[src/rtl/arp_pkg.sv]
// ARP transmit shared definitions: field constants, lengths, FSM state
// and the per-frame snapshot bundle.
package arp_pkg;

  localparam logic [15:0] ARP_HTYPE_ETH  = 16'h0001;
  localparam logic [15:0] ARP_PTYPE_IPV4 = 16'h0800;
  localparam logic [7:0]  ARP_HLEN       = 8'd6;
  localparam logic [7:0]  ARP_PLEN       = 8'd4;
  localparam logic [15:0] ARP_OP_REQUEST = 16'd1;
  localparam logic [15:0] ARP_OP_REPLY   = 16'd2;
  localparam int          ARP_LEN        = 28;
  localparam int          ARP_PAD_LEN    = 46;
  localparam logic [47:0] MAC_BROADCAST  = 48'hFFFF_FFFF_FFFF;

  typedef enum logic [1:0] {
    S_IDLE,
    S_SEND,
    S_GAP
  } arp_state_e;

  typedef struct packed {
    logic [15:0] oper;
    logic [31:0] spa;
    logic [47:0] tha;
    logic [31:0] tpa;
  } arp_fld_t;

endpackage

[src/rtl/arp_tx_if.sv]
// Byte stream from the ARP transmitter into the MAC transmit layer.
// master = ARP side, slave = MAC side.
interface arp_tx_if;
  logic [47:0] o_dst_mac;
  logic [7:0]  o_mac_data;
  logic        o_mac_last;
  logic        o_mac_valid;
  logic        i_mac_ready;

  modport master (
    output o_dst_mac,
    output o_mac_data,
    output o_mac_last,
    output o_mac_valid,
    input  i_mac_ready
  );

  modport slave (
    input  o_dst_mac,
    input  o_mac_data,
    input  o_mac_last,
    input  o_mac_valid,
    output i_mac_ready
  );
endinterface

[src/rtl/arp_tx_byte_sel.sv]
// Selects the ARP payload byte for a given index from the frame snapshot.
// Indices past the 28-byte payload yield 0x00, which doubles as padding.
module arp_tx_byte_sel
  import arp_pkg::*;
#(
  parameter logic [47:0] P_SOURCE_MAC = 48'h0
) (
  input  arp_fld_t   i_fld,
  input  logic [5:0] i_idx,
  output logic [7:0] o_data
);

  logic [223:0] pl;
  logic [7:0]   b [32];

  assign pl = {ARP_HTYPE_ETH, ARP_PTYPE_IPV4, ARP_HLEN, ARP_PLEN,
               i_fld.oper, P_SOURCE_MAC, i_fld.spa,
               i_fld.tha, i_fld.tpa};

  always_comb begin
    for (int i = 0; i < 32; i++) begin
      b[i] = 8'h00;
    end
    for (int i = 0; i < ARP_LEN; i++) begin
      b[i] = pl[223-8*i -: 8];
    end
  end

  assign o_data = i_idx[5] ? 8'h00 : b[i_idx[4:0]];

endmodule

[src/rtl/arp_tx.sv]
// ARP transmit stage: captures addresses, arbitrates reply/request and
// serialises the ARP payload. Define ARP_TX_PAD_EN to pad to 46 bytes.
module arp_tx
  import arp_pkg::*;
#(
  parameter logic [31:0] P_TARGET_IP  = {8'd192, 8'd168, 8'd1, 8'd1},
  parameter logic [47:0] P_SOURCE_MAC = 48'h0,
  parameter logic [31:0] P_SOURCE_IP  = {8'd192, 8'd168, 8'd1, 8'd2}
) (
  input  logic        i_clk,
  input  logic        i_rst,
  input  logic [31:0] i_source_ip,
  input  logic        i_s_ip_valid,
  input  logic [31:0] i_target_ip_req,
  input  logic        i_arp_active,
  input  logic [47:0] i_target_mac,
  input  logic [31:0] i_target_ip,
  input  logic        i_target_valid,
  input  logic        i_trig_reply,
  arp_tx_if.master    mac
);

`ifdef ARP_TX_PAD_EN
  localparam logic [5:0] LAST_IDX = 6'(ARP_PAD_LEN - 1);
`else
  localparam logic [5:0] LAST_IDX = 6'(ARP_LEN - 1);
`endif

  arp_state_e  state_q, state_d;
  logic [31:0] src_ip_q, src_ip_d;
  logic [47:0] tgt_mac_q, tgt_mac_d;
  logic [31:0] tgt_ip_q, tgt_ip_d;
  logic [31:0] req_ip_q, req_ip_d;
  logic        rep_pend_q, rep_pend_d;
  logic        req_pend_q, req_pend_d;
  logic [5:0]  idx_q, idx_d;
  arp_fld_t    fld_q, fld_d;
  logic [47:0] dst_q, dst_d;
  logic [7:0]  data_q, data_d;
  logic        last_q, last_d;
  logic        valid_q, valid_d;
  logic        grant_rep, grant_req;
  logic [7:0]  sel_data;

  always_comb begin
    state_d   = state_q;
    src_ip_d  = i_s_ip_valid ? i_source_ip : src_ip_q;
    tgt_mac_d = i_target_valid ? i_target_mac : tgt_mac_q;
    tgt_ip_d  = i_target_valid ? i_target_ip : tgt_ip_q;
    req_ip_d  = i_arp_active ? i_target_ip_req : req_ip_q;
    idx_d     = idx_q;
    fld_d     = fld_q;
    dst_d     = dst_q;
    valid_d   = 1'b0;
    grant_rep = 1'b0;
    grant_req = 1'b0;
    unique case (state_q)
      S_IDLE: begin
        if ((rep_pend_q || req_pend_q) && mac.i_mac_ready) begin
          grant_rep = rep_pend_q;
          grant_req = !rep_pend_q;
          if (rep_pend_q) begin
            fld_d = '{ARP_OP_REPLY, src_ip_q, tgt_mac_q, tgt_ip_q};
            dst_d = tgt_mac_q;
          end else begin
            fld_d = '{ARP_OP_REQUEST, src_ip_q, 48'h0, req_ip_q};
            dst_d = MAC_BROADCAST;
          end
          idx_d   = 6'd0;
          valid_d = 1'b1;
          state_d = S_SEND;
        end
      end
      S_SEND: begin
        if (idx_q == LAST_IDX) begin
          state_d = S_GAP;
        end else begin
          idx_d   = idx_q + 6'd1;
          valid_d = 1'b1;
        end
      end
      S_GAP: state_d = S_IDLE;
      default: state_d = S_IDLE;
    endcase
    // a pulse landing on an already-set flag merges into that frame
    rep_pend_d = rep_pend_q ? !grant_rep : i_trig_reply;
    req_pend_d = req_pend_q ? !grant_req : i_arp_active;
  end

  arp_tx_byte_sel #(
    .P_SOURCE_MAC(P_SOURCE_MAC)
  ) u_byte_sel (
    .i_fld (fld_d),
    .i_idx (idx_d),
    .o_data(sel_data)
  );

  always_comb begin
    data_d = valid_d ? sel_data : 8'h00;
    last_d = valid_d && (idx_d == LAST_IDX);
  end

  always_ff @(posedge i_clk or posedge i_rst) begin
    if (i_rst) begin
      state_q    <= S_IDLE;
      src_ip_q   <= P_SOURCE_IP;
      tgt_mac_q  <= '0;
      tgt_ip_q   <= '0;
      req_ip_q   <= P_TARGET_IP;
      rep_pend_q <= 1'b0;
      req_pend_q <= 1'b0;
      idx_q      <= '0;
      fld_q      <= '0;
      dst_q      <= '0;
      data_q     <= '0;
      last_q     <= 1'b0;
      valid_q    <= 1'b0;
    end else begin
      state_q    <= state_d;
      src_ip_q   <= src_ip_d;
      tgt_mac_q  <= tgt_mac_d;
      tgt_ip_q   <= tgt_ip_d;
      req_ip_q   <= req_ip_d;
      rep_pend_q <= rep_pend_d;
      req_pend_q <= req_pend_d;
      idx_q      <= idx_d;
      fld_q      <= fld_d;
      dst_q      <= dst_d;
      data_q     <= data_d;
      last_q     <= last_d;
      valid_q    <= valid_d;
    end
  end

  assign mac.o_dst_mac   = dst_q;
  assign mac.o_mac_data  = data_q;
  assign mac.o_mac_last  = last_q;
  assign mac.o_mac_valid = valid_q;

endmodule

[src/flat_wrapper.sv]
// flat-port wrapper written by rule: the top's interface ports become plain ports
module arp_tx_flat import arp_pkg::*;
#(
  parameter logic [31:0] P_TARGET_IP  = {8'd192, 8'd168, 8'd1, 8'd1},
  parameter logic [47:0] P_SOURCE_MAC = 48'h0,
  parameter logic [31:0] P_SOURCE_IP  = {8'd192, 8'd168, 8'd1, 8'd2}
)
  (i_clk, i_rst, i_source_ip, i_s_ip_valid, i_target_ip_req, i_arp_active, i_target_mac, i_target_ip, i_target_valid, i_trig_reply, mac_o_dst_mac, mac_o_mac_data, mac_o_mac_last, mac_o_mac_valid, mac_i_mac_ready);
  arp_tx_if mac_i ();
  input  logic i_clk;
  input  logic i_rst;
  input  logic [31:0] i_source_ip;
  input  logic i_s_ip_valid;
  input  logic [31:0] i_target_ip_req;
  input  logic i_arp_active;
  input  logic [47:0] i_target_mac;
  input  logic [31:0] i_target_ip;
  input  logic i_target_valid;
  input  logic i_trig_reply;
  output wire logic [$bits(mac_i.o_dst_mac)-1:0] mac_o_dst_mac;
  output wire logic [$bits(mac_i.o_mac_data)-1:0] mac_o_mac_data;
  output wire logic [$bits(mac_i.o_mac_last)-1:0] mac_o_mac_last;
  output wire logic [$bits(mac_i.o_mac_valid)-1:0] mac_o_mac_valid;
  input wire logic [$bits(mac_i.i_mac_ready)-1:0] mac_i_mac_ready;
  assign mac_o_dst_mac = mac_i.o_dst_mac;
  assign mac_o_mac_data = mac_i.o_mac_data;
  assign mac_o_mac_last = mac_i.o_mac_last;
  assign mac_o_mac_valid = mac_i.o_mac_valid;
  assign mac_i.i_mac_ready = mac_i_mac_ready;
  arp_tx #(.P_TARGET_IP(P_TARGET_IP), .P_SOURCE_MAC(P_SOURCE_MAC), .P_SOURCE_IP(P_SOURCE_IP)) u_core (.i_clk(i_clk), .i_rst(i_rst), .i_source_ip(i_source_ip), .i_s_ip_valid(i_s_ip_valid), .i_target_ip_req(i_target_ip_req), .i_arp_active(i_arp_active), .i_target_mac(i_target_mac), .i_target_ip(i_target_ip), .i_target_valid(i_target_valid), .i_trig_reply(i_trig_reply), .mac(mac_i));
endmodule
[config.mk]
export PLATFORM = sky130hd
export DESIGN_NAME = arp_tx_flat
export DESIGN_NICKNAME = d
export VERILOG_FILES = /design/src/rtl/arp_pkg.sv /design/src/rtl/arp_tx_if.sv /design/src/rtl/arp_tx_byte_sel.sv /design/src/rtl/arp_tx.sv /design/src/flat_wrapper.sv
export SDC_FILE = /design/constraint.sdc
export NUM_CORES = 1
export LEC_CHECK = 0
export CORE_MARGIN = 2
export CORE_UTILIZATION = 55
export CTS_BUF_LIST = sky130_fd_sc_hd__clkbuf_8
export CTS_CLUSTER_SIZE = 10
export DETAILED_ROUTE_END_ITERATION = 16
export PLACE_DENSITY = 0.81
export SETUP_SLACK_MARGIN = 0.3
export SYNTH_ARGS = -nofsm -noshare
export SYNTH_HDL_FRONTEND = slang
export SYNTH_SLANG_ARGS = --single-unit
[constraint.sdc]
create_clock -name i_clk -period 14.7 [get_ports i_clk]
set_input_delay 2.94 -clock i_clk [delete_from_list [all_inputs] [get_ports i_clk]]
set_output_delay 2.94 -clock i_clk [all_outputs]
set_load 0.05 [all_outputs]
Word-level counts from Yosys, hierarchy flattened
Index checks and enable logic that the tools add are counted.
Word-level totals
  bits of input ports: 151
  register bits after elaboration: 340
  output and inout port bits: 58
Cells by class
  add/subtract/negate cells: 1
  reduce and logical (&&, ||, !) cells: 9
  eq/ne operators: 5
  muxes and demuxes: 24
  order comparisons: 1
  bitwise logic cells: 1
Operators with widths (count)
  $mux 128: 2
  $mux 114: 1
  $mux 48: 1
  $bmux 8 s5: 1
  $mux 8: 4
  $eq 6x5->1 const B: 2
  $mux 6: 2
  $pmux 6 s2: 1
  $mux 1: 8
  $add 6x1->6 const B: 1
  $ge 6x6->1 const B: 1
  $not 5->6: 1
  $mux 2: 2
  $ne 2x1->1 const B: 2
  $pmux 2 s2: 1
  $reduce_and 2->1: 2
  $logic_not 1->1: 3
  $eq 2x1->1 const B: 1
  $logic_and 1x1->1: 2
  $logic_not 2->1: 1
  $pmux 1 s2: 1
  $logic_or 1x1->1: 1

Longest topological paths before layout
Gate-level depths: netlist of the first run.
  depth after elaboration: 10
  gate-level depth with buffers: 13
  depth with buffers taken out: 10

Hierarchy
From an unflattened synthesis of the first run, not the netlist that was laid out.
Unflattened totals
  cells, all modules: 1266
  area, all modules: 14214.9 um^2
Modules (own cells, without submodules)
  arp_tx: times used 1, cells an instance 1156, area each 13046.3 um^2
  arp_tx_byte_sel: times used 1, cells an instance 110, area each 1168.6 um^2

Worst setup path after synthesis of the first run
No wires, ideal clock.
  path type: in2reg
  start: input port mac_i_mac_ready
  end: register u_core.data_q[6], in the netlist u_core.mac.o_mac_data[6]
  data arrival time: 4.521 ns
  cell stages on the path: 8
  required time: 14.576 ns
  setup slack: 10.055 ns
  cells stage by stage: o21ai_2 > a21o_1 > a221oi_4 > nor2_1 > o221ai_1 > a21oi_1 > or2_2 > o31a_1
On the way
  cells in the longest elaborated chain, start to end: 9
Ends and longest elaborated chain
  from (decl): line flat_wrapper.sv:24  | input wire logic [$bits(mac_i.i_mac_ready)-1:0] mac_i_mac_ready;
  $logic_and 1x1->1 (*): line arp_tx.sv:59  | if ((rep_pend_q || req_pend_q) && mac.i_mac_ready) begin
  $mux 6: line arp_tx.sv:59
  $pmux 6 s2: line arp_tx.sv:57  | unique case (state_q)
  $not 5->6 (not written as such): line arp_tx_byte_sel.sv:29  | assign o_data = i_idx[5] ? 8'h00 : b[i_idx[4:0]];
  $bmux 8 s5: line arp_tx_byte_sel.sv:29
  $mux 8 (not written as such) (2 in series): line arp_tx_byte_sel.sv:29
  $mux 8: line arp_tx_byte_sel.sv:29
  $mux 8 (*): line arp_tx.sv:99  | data_d = valid_d ? sel_data : 8'h00;
  net u_core.data_d[6]: line arp_tx.sv:39  | logic [7:0] data_q, data_d;
  to (signal assigned): line arp_tx.sv:129  | data_q <= data_d;
  to (decl): line arp_tx.sv:39
The timed path passes the listed nets; every way through them passes the cells marked *. The select of a mux whose other input is x is not followed.
A chain may end at the register's enable or synchronous reset.

Worst setup path after layout of the first run
  start: input port mac_i_mac_ready
  end: register u_core.data_q[4], in the netlist u_core.mac.o_mac_data[4]
Same word-level chain as after synthesis.

==> flow_results.xml, run 1 <==
<?xml version="1.0" encoding="UTF-8"?>
<metrics>
  <group name="synth">
    <metric name="post_synth_edffs" unit="">0</metric>
    <metric name="synth_seq_area_share" unit="%">59.2</metric>
    <metric name="netlist_top_cells_count" unit="">sky130_fd_sc_hd__dfrtp_1, sky130_fd_sc_hd__nand2_1, sky130_fd_sc_hd__o21ai_0</metric>
    <metric name="synthesis.area" unit="um2">14400</metric>
    <metric name="yosys.area.top_type" unit="">sky130_fd_sc_hd__dfrtp_1</metric>
    <metric name="synth_fp_nets" unit="">1484</metric>
    <metric name="post-synth-top-count-cell" unit="">sky130_fd_sc_hd__dfrtp_1</metric>
    <metric name="yosysWarnings" unit="">0</metric>
    <metric name="synth_top_cells_by_area" unit="">sky130_fd_sc_hd__dfrtp_1, sky130_fd_sc_hd__mux2_2, sky130_fd_sc_hd__nand2_1, sky130_fd_sc_hd__mux2i_1, sky130_fd_sc_hd__o21ai_0</metric>
    <metric name="synth_largest_type_area_fraction" unit="%">56.6</metric>
    <metric name="synth.ff_latch_count" unit="">340</metric>
    <metric name="post_synth_inst_count" unit="">1332</metric>
    <metric name="postSynth.asyncResetShare" unit="%">100</metric>
    <metric name="syn-mean-instance-area" unit="um2">10.8</metric>
    <metric name="ys.flop_type" unit="">sky130_fd_sc_hd__dfrtp_1</metric>
    <metric name="yosysUniqueCellTypes" unit="">64</metric>
  </group>
  <group name="global_routing">
    <metric name="antenna_found_initial" unit="">0</metric>
    <metric name="use_met3" unit="%">4.17</metric>
    <metric name="overflow" unit="">0</metric>
    <metric name="most_utilized_layer_in_the_global_route_result" unit="">met2</metric>
    <metric name="track_usage" unit="%">25.7</metric>
    <metric name="grt_use_met2" unit="%">39.8</metric>
    <metric name="maximum_number_of_pins_on_one_net_before_global_route_repair" unit="">194</metric>
    <metric name="grt_pass1_vias" unit="">10800</metric>
    <metric name="grt.met1_usage" unit="%">37.8</metric>
    <metric name="global_route_wire_length_before_repair" unit="mm">57.2</metric>
  </group>
  <group name="critical_path">
    <metric name="worst_ep_required_time" unit="ns">15.19</metric>
    <metric name="worstSetupStartpointType" unit="">input pin</metric>
    <metric name="worst_setup_path_end_kind" unit="">register</metric>
    <metric name="path_max_fanout" unit="">63</metric>
    <metric name="setup_slack_of_the_most_critical_reg_to_reg_path" unit="ns">10.37</metric>
    <metric name="r2r_start" unit="">u_core.rep_pend_q$_DFF_PP0_</metric>
    <metric name="worst-endpoint-arrival" unit="ns">6.47</metric>
    <metric name="r2r.worst_path.cells" unit="">10</metric>
    <metric name="critical_path.reg2reg.endpoint" unit="">u_core.mac.o_mac_data[4]$_DFF_PP0_</metric>
    <metric name="critPathKind" unit="">in2reg</metric>
  </group>
  <group name="clocking">
    <metric name="clock-root-buffer" unit="">sky130_fd_sc_hd__clkbuf_8</metric>
    <metric name="clock_insertion_delay_worst_skew" unit="ns">0.59</metric>
    <metric name="clk_pin_slew" unit="ns">0.07</metric>
    <metric name="ctsHtreeMaxLevel" unit="">2</metric>
    <metric name="cts_made_buffers" unit="">54</metric>
    <metric name="ctsLongestPathBuffers" unit="">3</metric>
    <metric name="cts_resized" unit="">0</metric>
    <metric name="numClockSinks" unit="">340</metric>
    <metric name="holdBufCountCts" unit="">0</metric>
    <metric name="postCtsSetupBuffers" unit="">0</metric>
    <metric name="tritoncts" unit="">done</metric>
  </group>
  <group name="detailed_routing">
    <metric name="totalWireLength" unit="mm">35.1</metric>
    <metric name="drtIter0Drc" unit="">1025</metric>
    <metric name="route.detailed.wl_per_inst" unit="um">18.5</metric>
    <metric name="total_drc_errors_in_the_routed_layout" unit="">0</metric>
    <metric name="detail-route-antenna-nets" unit="">0</metric>
    <metric name="dr_total_vias" unit="">10600</metric>
    <metric name="drtPass1Iterations" unit="">8</metric>
    <metric name="via_per_inst" unit="">5.61</metric>
  </group>
  <group name="finish">
    <metric name="area_growth_syn_to_layout" unit="%">22.9</metric>
    <metric name="fin_util" unit="%">68.3</metric>
    <metric name="share_of_cells_above_drive_strength_1" unit="%">15.1</metric>
    <metric name="filler_cell_count" unit="">1906</metric>
    <metric name="antenna_cells" unit="">0</metric>
    <metric name="fin_cells" unit="">1894</metric>
    <metric name="final_nets" unit="">1669</metric>
    <metric name="stdcell_area" unit="um2">17700</metric>
  </group>
  <group name="timing">
    <metric name="timing.final.ws_setup" unit="ns">8.72</metric>
    <metric name="post-route-min-period" unit="ns">5.98</metric>
    <metric name="max_freq" unit="MHz">167</metric>
    <metric name="fin_setup_tns" unit="ns">0</metric>
    <metric name="timing_hold_violations_final" unit="">0</metric>
    <metric name="finalSetupViolCount" unit="">0</metric>
    <metric name="timing_max_transition_violations_final" unit="">0</metric>
    <metric name="timing.clock.skew" unit="ns">0.0237</metric>
    <metric name="worst_slew_pin_slew" unit="ns">1.10</metric>
    <metric name="grt_setup_unrepaired" unit="">no</metric>
    <metric name="fin_crit_sh" unit="%">40.7</metric>
    <metric name="slew-limit-headroom" unit="%">26.7</metric>
  </group>
  <group name="place">
    <metric name="place_ws" unit="ns">8.17</metric>
    <metric name="dp_cells" unit="">1796</metric>
    <metric name="globalplace.congestion" unit="">0.875</metric>
    <metric name="port_buffers" unit="">208</metric>
    <metric name="place.detailed.hpwl" unit="mm">23.1</metric>
    <metric name="placed_area" unit="um2">16600</metric>
  </group>
  <group name="flow_run">
    <metric name="drv_cap" unit="">0</metric>
  </group>
  <group name="power_and_ir_drop">
    <metric name="total_leakage_power" unit="nW">8.19</metric>
    <metric name="vdd_drop_max" unit="uV">169</metric>
    <metric name="power.density_cell_area" unit="nW/um2">209</metric>
  </group>
  <group name="min_path">
    <metric name="hold_class" unit="">reg2reg</metric>
    <metric name="holdCritStartpoint" unit="">u_core.fld_q[124]$_DFF_PP0_</metric>
    <metric name="worstHoldPathCells" unit="">2</metric>
    <metric name="worstHoldEndpoint" unit="">u_core.fld_q[124]$_DFF_PP0_</metric>
  </group>
  <group name="floorplan">
    <metric name="start_util" unit="%">55.6</metric>
    <metric name="std_cell_rows" unit="">59</metric>
    <metric name="ios" unit="">209</metric>
    <metric name="chipHeight" unit="um">166</metric>
    <metric name="dieArea" unit="um2">27500</metric>
    <metric name="core_area" unit="um2">25900</metric>
    <metric name="die_w" unit="um">166</metric>
  </group>
  <group name="outcome">
    <metric name="run_status" unit="">finished clean</metric>
  </group>
</metrics>
==> power breakdown <==
part / internal, mW / switching (mW)
clock network: 0.455 / 0.366
logic: 0.536 / 0.999
registers: 1.20 / 0.152
==> cell type report <==
type	instances	area [um2]	area share, %
Multi-Input combinational cell	842	5210	29.4
Clock inverter	26	146	0.827
Sequential cell	340	8530	48.2
Inverter	60	233	1.31
Timing Repair Buffer	219	2170	12.3
Clock buffer	72	991	5.60
Tap cell	335	419	2.37
==> how the worst max path moves through the flow <==
stage / startpoint / endpoint / depth (start not counted)
6_report: mac_i_mac_ready / u_core.mac.o_mac_data[4]$_DFF_PP0_ / 11
3_5_place_dp: mac_i_mac_ready / u_core.mac.o_mac_data[4]$_DFF_PP0_ / 11
5_1_grt: mac_i_mac_ready / u_core.mac.o_mac_data[4]$_DFF_PP0_ / 11
4_1_cts: mac_i_mac_ready / u_core.mac.o_mac_data[4]$_DFF_PP0_ / 11
2_1_floorplan: i_rst / u_core.fld_q[0]$_DFF_PP0_ / 1
3_3_place_gp: mac_i_mac_ready / u_core.mac.o_mac_data[4]$_DFF_PP0_ / 11
==> cell families after synthesis <==
family | synth area share (%)
flops | 59.2
simple gates | 11.5
compound gates | 11.5
mux | 12.8
xor+xnor | 0.122
buf+inv | 4.69
fa+ha+maj | 0.0869
==> cells in the final DEF, fill, tap and decap left out, drive strengths merged, types with 10 or more instances in the layout <==
cell / n
clkinv: 10
o211ai: 18
clkbuf: 72
buf: 12
mux2: 106
a211oi: 10
nor2: 68
dfrtp: 326
mux2i: 64
nand2: 271
clkdlybuf4s50: 207
dfstp: 14
inv: 74
o21ai: 124
a31oi: 51
nand3: 25
a21oi: 17
==> metrics by stage <==
stage,power [mW],hold slack [ns]
final,3.70,0.465
after global routing,3.90,0.480
after CTS,3.71,0.466
after detailed placement,2.87,0.446
after global placement,2.84,0.442
after floorplan,2.42,0.426
==> routing by layer <==
metal	part of all wire, %	vias up	routed length [um]
met5	0	-	0
met4	2.1	0	748
met3	5.9	51	2080
met2	47	389	16500
met1	45	5248	15800
li1	-	4934	-
==> worst max-delay path: stages <==
cell,delay [ns]
sky130_fd_sc_hd__clkdlybuf4s50_1,0.47
sky130_fd_sc_hd__o21ai_2,0.16
sky130_fd_sc_hd__nor2_4,0.61
sky130_fd_sc_hd__buf_4,0.62
sky130_fd_sc_hd__buf_4,0.62
sky130_fd_sc_hd__nand2_1,0.16
sky130_fd_sc_hd__a21oi_1,0.18
sky130_fd_sc_hd__a211oi_1,0.08
sky130_fd_sc_hd__o211ai_1,0.21
sky130_fd_sc_hd__a21oi_1,0.07
sky130_fd_sc_hd__a211oi_1,0.28
==> state kept, by name, indices dropped and copies added (netlist names) <==
register                cells
u_core.tgt_ip_q            32
u_core.mac.o_mac_data       8
u_core.mac.o_mac_last       1
u_core.tgt_mac_q           48
u_core.rep_pend_q           1
u_core.idx_q                6
u_core.src_ip_q            32
u_core.req_ip_q            32
u_core.fld_q              128
u_core.state_q              2
u_core.mac.o_dst_mac       48
u_core.mac.o_mac_valid      1
u_core.req_pend_q           1
(Power assumes the default switching activity.)
==> run 2: changes to the inputs <==
--- a/config.mk
+++ b/config.mk
@@ -6,11 +6,11 @@
 export NUM_CORES = 1
 export LEC_CHECK = 0
 export CORE_MARGIN = 2
-export CORE_UTILIZATION = 55
+export CORE_UTILIZATION = 51
 export CTS_BUF_LIST = sky130_fd_sc_hd__clkbuf_8
 export CTS_CLUSTER_SIZE = 10
 export DETAILED_ROUTE_END_ITERATION = 16
-export PLACE_DENSITY = 0.81
+export PLACE_DENSITY = 0.79
 export SETUP_SLACK_MARGIN = 0.3
 export SYNTH_ARGS = -nofsm -noshare
 export SYNTH_HDL_FRONTEND = slang
==> constraint.sdc (replaced) <==
create_clock -name i_clk -period 5.4 [get_ports i_clk]
set_input_delay 1.08 -clock i_clk [delete_from_list [all_inputs] [get_ports i_clk]]
set_output_delay 1.08 -clock i_clk [all_outputs]
set_load 0.05 [all_outputs]
==> run 2 against run 1 <==
  * Combinational power increased to 2.7 times the previous value
  * Non-clock buffer count increased by 3
  * Register-to-register slack got worse by 8.9 ns
  * Worst setup slack got worse by 7.2 ns
  * Clock-buffer cell count decreased by 4
  * Clock power increased to 2.7 times the previous value
  * Via count decreased by 0.45%
  * Design area increased by 0.45%
  * Critical path type is now reg2reg
  * Clock skew increased by 0.017 ns
  * Core utilization decreased by 4.3 points
  * Largest power group unchanged
  * Critical endpoint is now u_core.mac.o_mac_data[5]$_DFF_PP0_
  * Die area increased by 7.6%
==> flow_results.xml, run 2 (synthesis gave the netlist of run 1 again) <==
<?xml version="1.0" encoding="UTF-8"?>
<metrics>
  <group name="outcome">
    <metric name="run_status" unit="">finished clean</metric>
  </group>
  <group name="critical_path">
    <metric name="worst_setup_path_end_kind" unit="">register</metric>
    <metric name="critical_path.reg2reg.endpoint" unit="">u_core.mac.o_mac_data[5]$_DFF_PP0_</metric>
    <metric name="r2r_start" unit="">u_core.rep_pend_q$_DFF_PP0_</metric>
    <metric name="worst-endpoint-arrival" unit="ns">4.37</metric>
    <metric name="critPathKind" unit="">reg2reg</metric>
    <metric name="worstSetupStartpoint" unit="">u_core.rep_pend_q$_DFF_PP0_</metric>
    <metric name="critPathSlowestCell" unit="">sky130_fd_sc_hd__dfrtp_4</metric>
    <metric name="crit_chain" unit="">o21ai_2 &gt; or2_4 &gt; buf_4 &gt; o21ai_0 &gt; or2_2 &gt; nand3_1 &gt; o211ai_1 &gt; o31a_1</metric>
    <metric name="worstSetupStartpointType" unit="">register</metric>
    <metric name="path_max_fanout" unit="">84</metric>
    <metric name="critPathMaxStageDelay" unit="ns">0.81</metric>
    <metric name="r2r.worst_path.cells" unit="">8</metric>
    <metric name="worst_ep_required_time" unit="ns">5.87</metric>
    <metric name="setup_slack_of_the_most_critical_reg_to_reg_path" unit="ns">1.51</metric>
  </group>
  <group name="global_routing">
    <metric name="overflow" unit="">0</metric>
    <metric name="grt_pass1_vias" unit="">10800</metric>
    <metric name="maximum_number_of_pins_on_one_net_before_global_route_repair" unit="">145</metric>
    <metric name="antenna_found_initial" unit="">0</metric>
    <metric name="global_route_wire_length_before_repair" unit="mm">57.7</metric>
    <metric name="track_usage" unit="%">25.0</metric>
  </group>
  <group name="min_path">
    <metric name="worstHoldEndpoint" unit="">u_core.fld_q[28]$_DFF_PP0_</metric>
    <metric name="holdCritStartpoint" unit="">u_core.fld_q[28]$_DFF_PP0_</metric>
    <metric name="hold_class" unit="">reg2reg</metric>
    <metric name="worstHoldPathCells" unit="">2</metric>
  </group>
  <group name="finish">
    <metric name="largest_register_ff_count" unit="">128</metric>
    <metric name="multi_input_logic_area" unit="um2">5210</metric>
    <metric name="regMostFlops" unit="">u_core.fld_q</metric>
    <metric name="antenna_cells" unit="">0</metric>
    <metric name="filler_cell_count" unit="">2263</metric>
    <metric name="commonest_non_fill_non_tap_cell_in_the_layout" unit="">sky130_fd_sc_hd__dfrtp_1</metric>
    <metric name="most-common-layout-cells" unit="">sky130_fd_sc_hd__dfrtp_1, sky130_fd_sc_hd__nand2_1, sky130_fd_sc_hd__clkdlybuf4s50_1</metric>
    <metric name="fin_cells" unit="">1942</metric>
    <metric name="final_nets" unit="">1673</metric>
    <metric name="area_growth_syn_to_layout" unit="%">23.5</metric>
    <metric name="fin_util" unit="%">64.0</metric>
    <metric name="seq_area" unit="um2">8530</metric>
    <metric name="share_of_cells_above_drive_strength_1" unit="%">14.7</metric>
  </group>
  <group name="clocking">
    <metric name="ctsHtreeMaxLevel" unit="">2</metric>
    <metric name="clock_insertion_delay_worst_skew" unit="ns">0.61</metric>
    <metric name="ctsLongestPathBuffers" unit="">3</metric>
    <metric name="clock-root-buffer" unit="">sky130_fd_sc_hd__clkbuf_8</metric>
    <metric name="holdBufCountCts" unit="">0</metric>
    <metric name="numClockSinks" unit="">340</metric>
    <metric name="tritoncts" unit="">done</metric>
    <metric name="postCtsSetupBuffers" unit="">0</metric>
    <metric name="cts_made_buffers" unit="">55</metric>
    <metric name="clk_pin_slew" unit="ns">0.07</metric>
    <metric name="cts_resized" unit="">0</metric>
  </group>
  <group name="power_and_ir_drop">
    <metric name="vdd_drop_max" unit="uV">452</metric>
    <metric name="total_leakage_power" unit="nW">8.23</metric>
    <metric name="power.density_cell_area" unit="nW/um2">567</metric>
  </group>
  <group name="place">
    <metric name="place.detailed.hpwl" unit="mm">24.1</metric>
    <metric name="dp_cells" unit="">1842</metric>
    <metric name="globalplace.congestion" unit="">0.907</metric>
    <metric name="place_ws" unit="ns">1.22</metric>
    <metric name="port_buffers" unit="">208</metric>
  </group>
  <group name="flow_run">
    <metric name="drv_cap" unit="">0</metric>
  </group>
  <group name="detailed_routing">
    <metric name="totalWireLength" unit="mm">35.9</metric>
    <metric name="drtIter0Drc" unit="">920</metric>
    <metric name="drtPass1Iterations" unit="">7</metric>
    <metric name="via_per_inst" unit="">5.44</metric>
    <metric name="detail-route-antenna-nets" unit="">0</metric>
    <metric name="dr_total_vias" unit="">10600</metric>
    <metric name="total_drc_errors_in_the_routed_layout" unit="">0</metric>
    <metric name="route.detailed.wl_per_inst" unit="um">18.5</metric>
  </group>
  <group name="floorplan">
    <metric name="ios" unit="">209</metric>
    <metric name="die_w" unit="um">172</metric>
    <metric name="start_util" unit="%">51.8</metric>
    <metric name="dieArea" unit="um2">29600</metric>
    <metric name="chipHeight" unit="um">172</metric>
    <metric name="core_area" unit="um2">27800</metric>
    <metric name="std_cell_rows" unit="">61</metric>
  </group>
  <group name="timing">
    <metric name="fin_crit_sh" unit="%">72.1</metric>
    <metric name="grt_setup_unrepaired" unit="">no</metric>
    <metric name="post-route-min-period" unit="ns">3.89</metric>
    <metric name="timing_max_transition_violations_final" unit="">0</metric>
    <metric name="worst_slew_pin_slew" unit="ns">0.928</metric>
    <metric name="timing_hold_violations_final" unit="">0</metric>
    <metric name="timing.final.ws_setup" unit="ns">1.51</metric>
    <metric name="finalSetupViolCount" unit="">0</metric>
    <metric name="slew-limit-headroom" unit="%">38.2</metric>
    <metric name="timing.clock.skew" unit="ns">0.0410</metric>
    <metric name="max_freq" unit="MHz">257</metric>
  </group>
</metrics>
[run 2: changes by cell type in the layout (fill, tap and decap cells not counted)]
cell                       before  now
sky130_fd_sc_hd__buf_12         1    4
sky130_fd_sc_hd__inv_1         70   81
sky130_fd_sc_hd__inv_8          2    1
sky130_fd_sc_hd__clkinv_8       0    1
sky130_fd_sc_hd__clkinv_2       9    4
sky130_fd_sc_hd__clkbuf_8      72   68
[run 2: layer usage]
metal,wire (um),vias up,track usage [%]
li1,-,4936,-
met1,15900,5203,35.7
met2,16800,377,39.1
met3,2340,58,4.60
met4,788,0,7.64
met5,0,-,0
[run 2: cell type report]
type,count,area share [%]
flip-flops and latches,340,48.0
inverters,60,1.29
clock inverters,32,0.964
well taps,378,2.66
clock buffers,68,5.26
multi-input cells,842,29.3
repair buffers,222,12.6
[run 2: power by group]
| group | switching, mW | internal, mW |
|---|---|---|
| registers | 0.414 | 3.26 |
| logic | 2.75 | 1.47 |
| clock network | 1.01 | 1.18 |
| total | 4.17 | 5.91 |
[run 2: how the worst max path moves through the flow]
stage,endpoint,slack (ns),cells after the start
6_report,u_core.mac.o_mac_data[5]$_DFF_PP0_,1.51,8
5_1_grt,u_core.mac.o_mac_data[5]$_DFF_PP0_,1.14,9
4_1_cts,u_core.mac.o_mac_data[5]$_DFF_PP0_,1.49,8
3_5_place_dp,u_core.mac.o_mac_data[5]$_DFF_PP0_,1.22,9
3_3_place_gp,u_core.mac.o_mac_data[5]$_DFF_PP0_,1.28,9
2_1_floorplan,u_core.fld_q[0]$_DFF_PP0_,-0.22,1
[run 2: critical path, delay by kind of cell (launching register included)]
family                 cells  cell delay, ns
AND/OR/NAND/NOR            3            1.06
buffers and inverters      1            0.64
flip-flops                 1            0.81
AO/OA/AOI/OAI              4            1.22
[run 2: per-stage QoR]
step	power (mW)	area (um2)	TNS, ns	hold WS [ns]
2_1_floorplan	6.58	14400	-70.13	0.426
3_3_place_gp	7.80	16700	0	0.438
3_5_place_dp	7.88	16700	0	0.448
4_1_cts	10.1	17800	0	0.465
5_1_grt	10.7	17800	0	0.494
6_report	10.1	17800	0	0.462
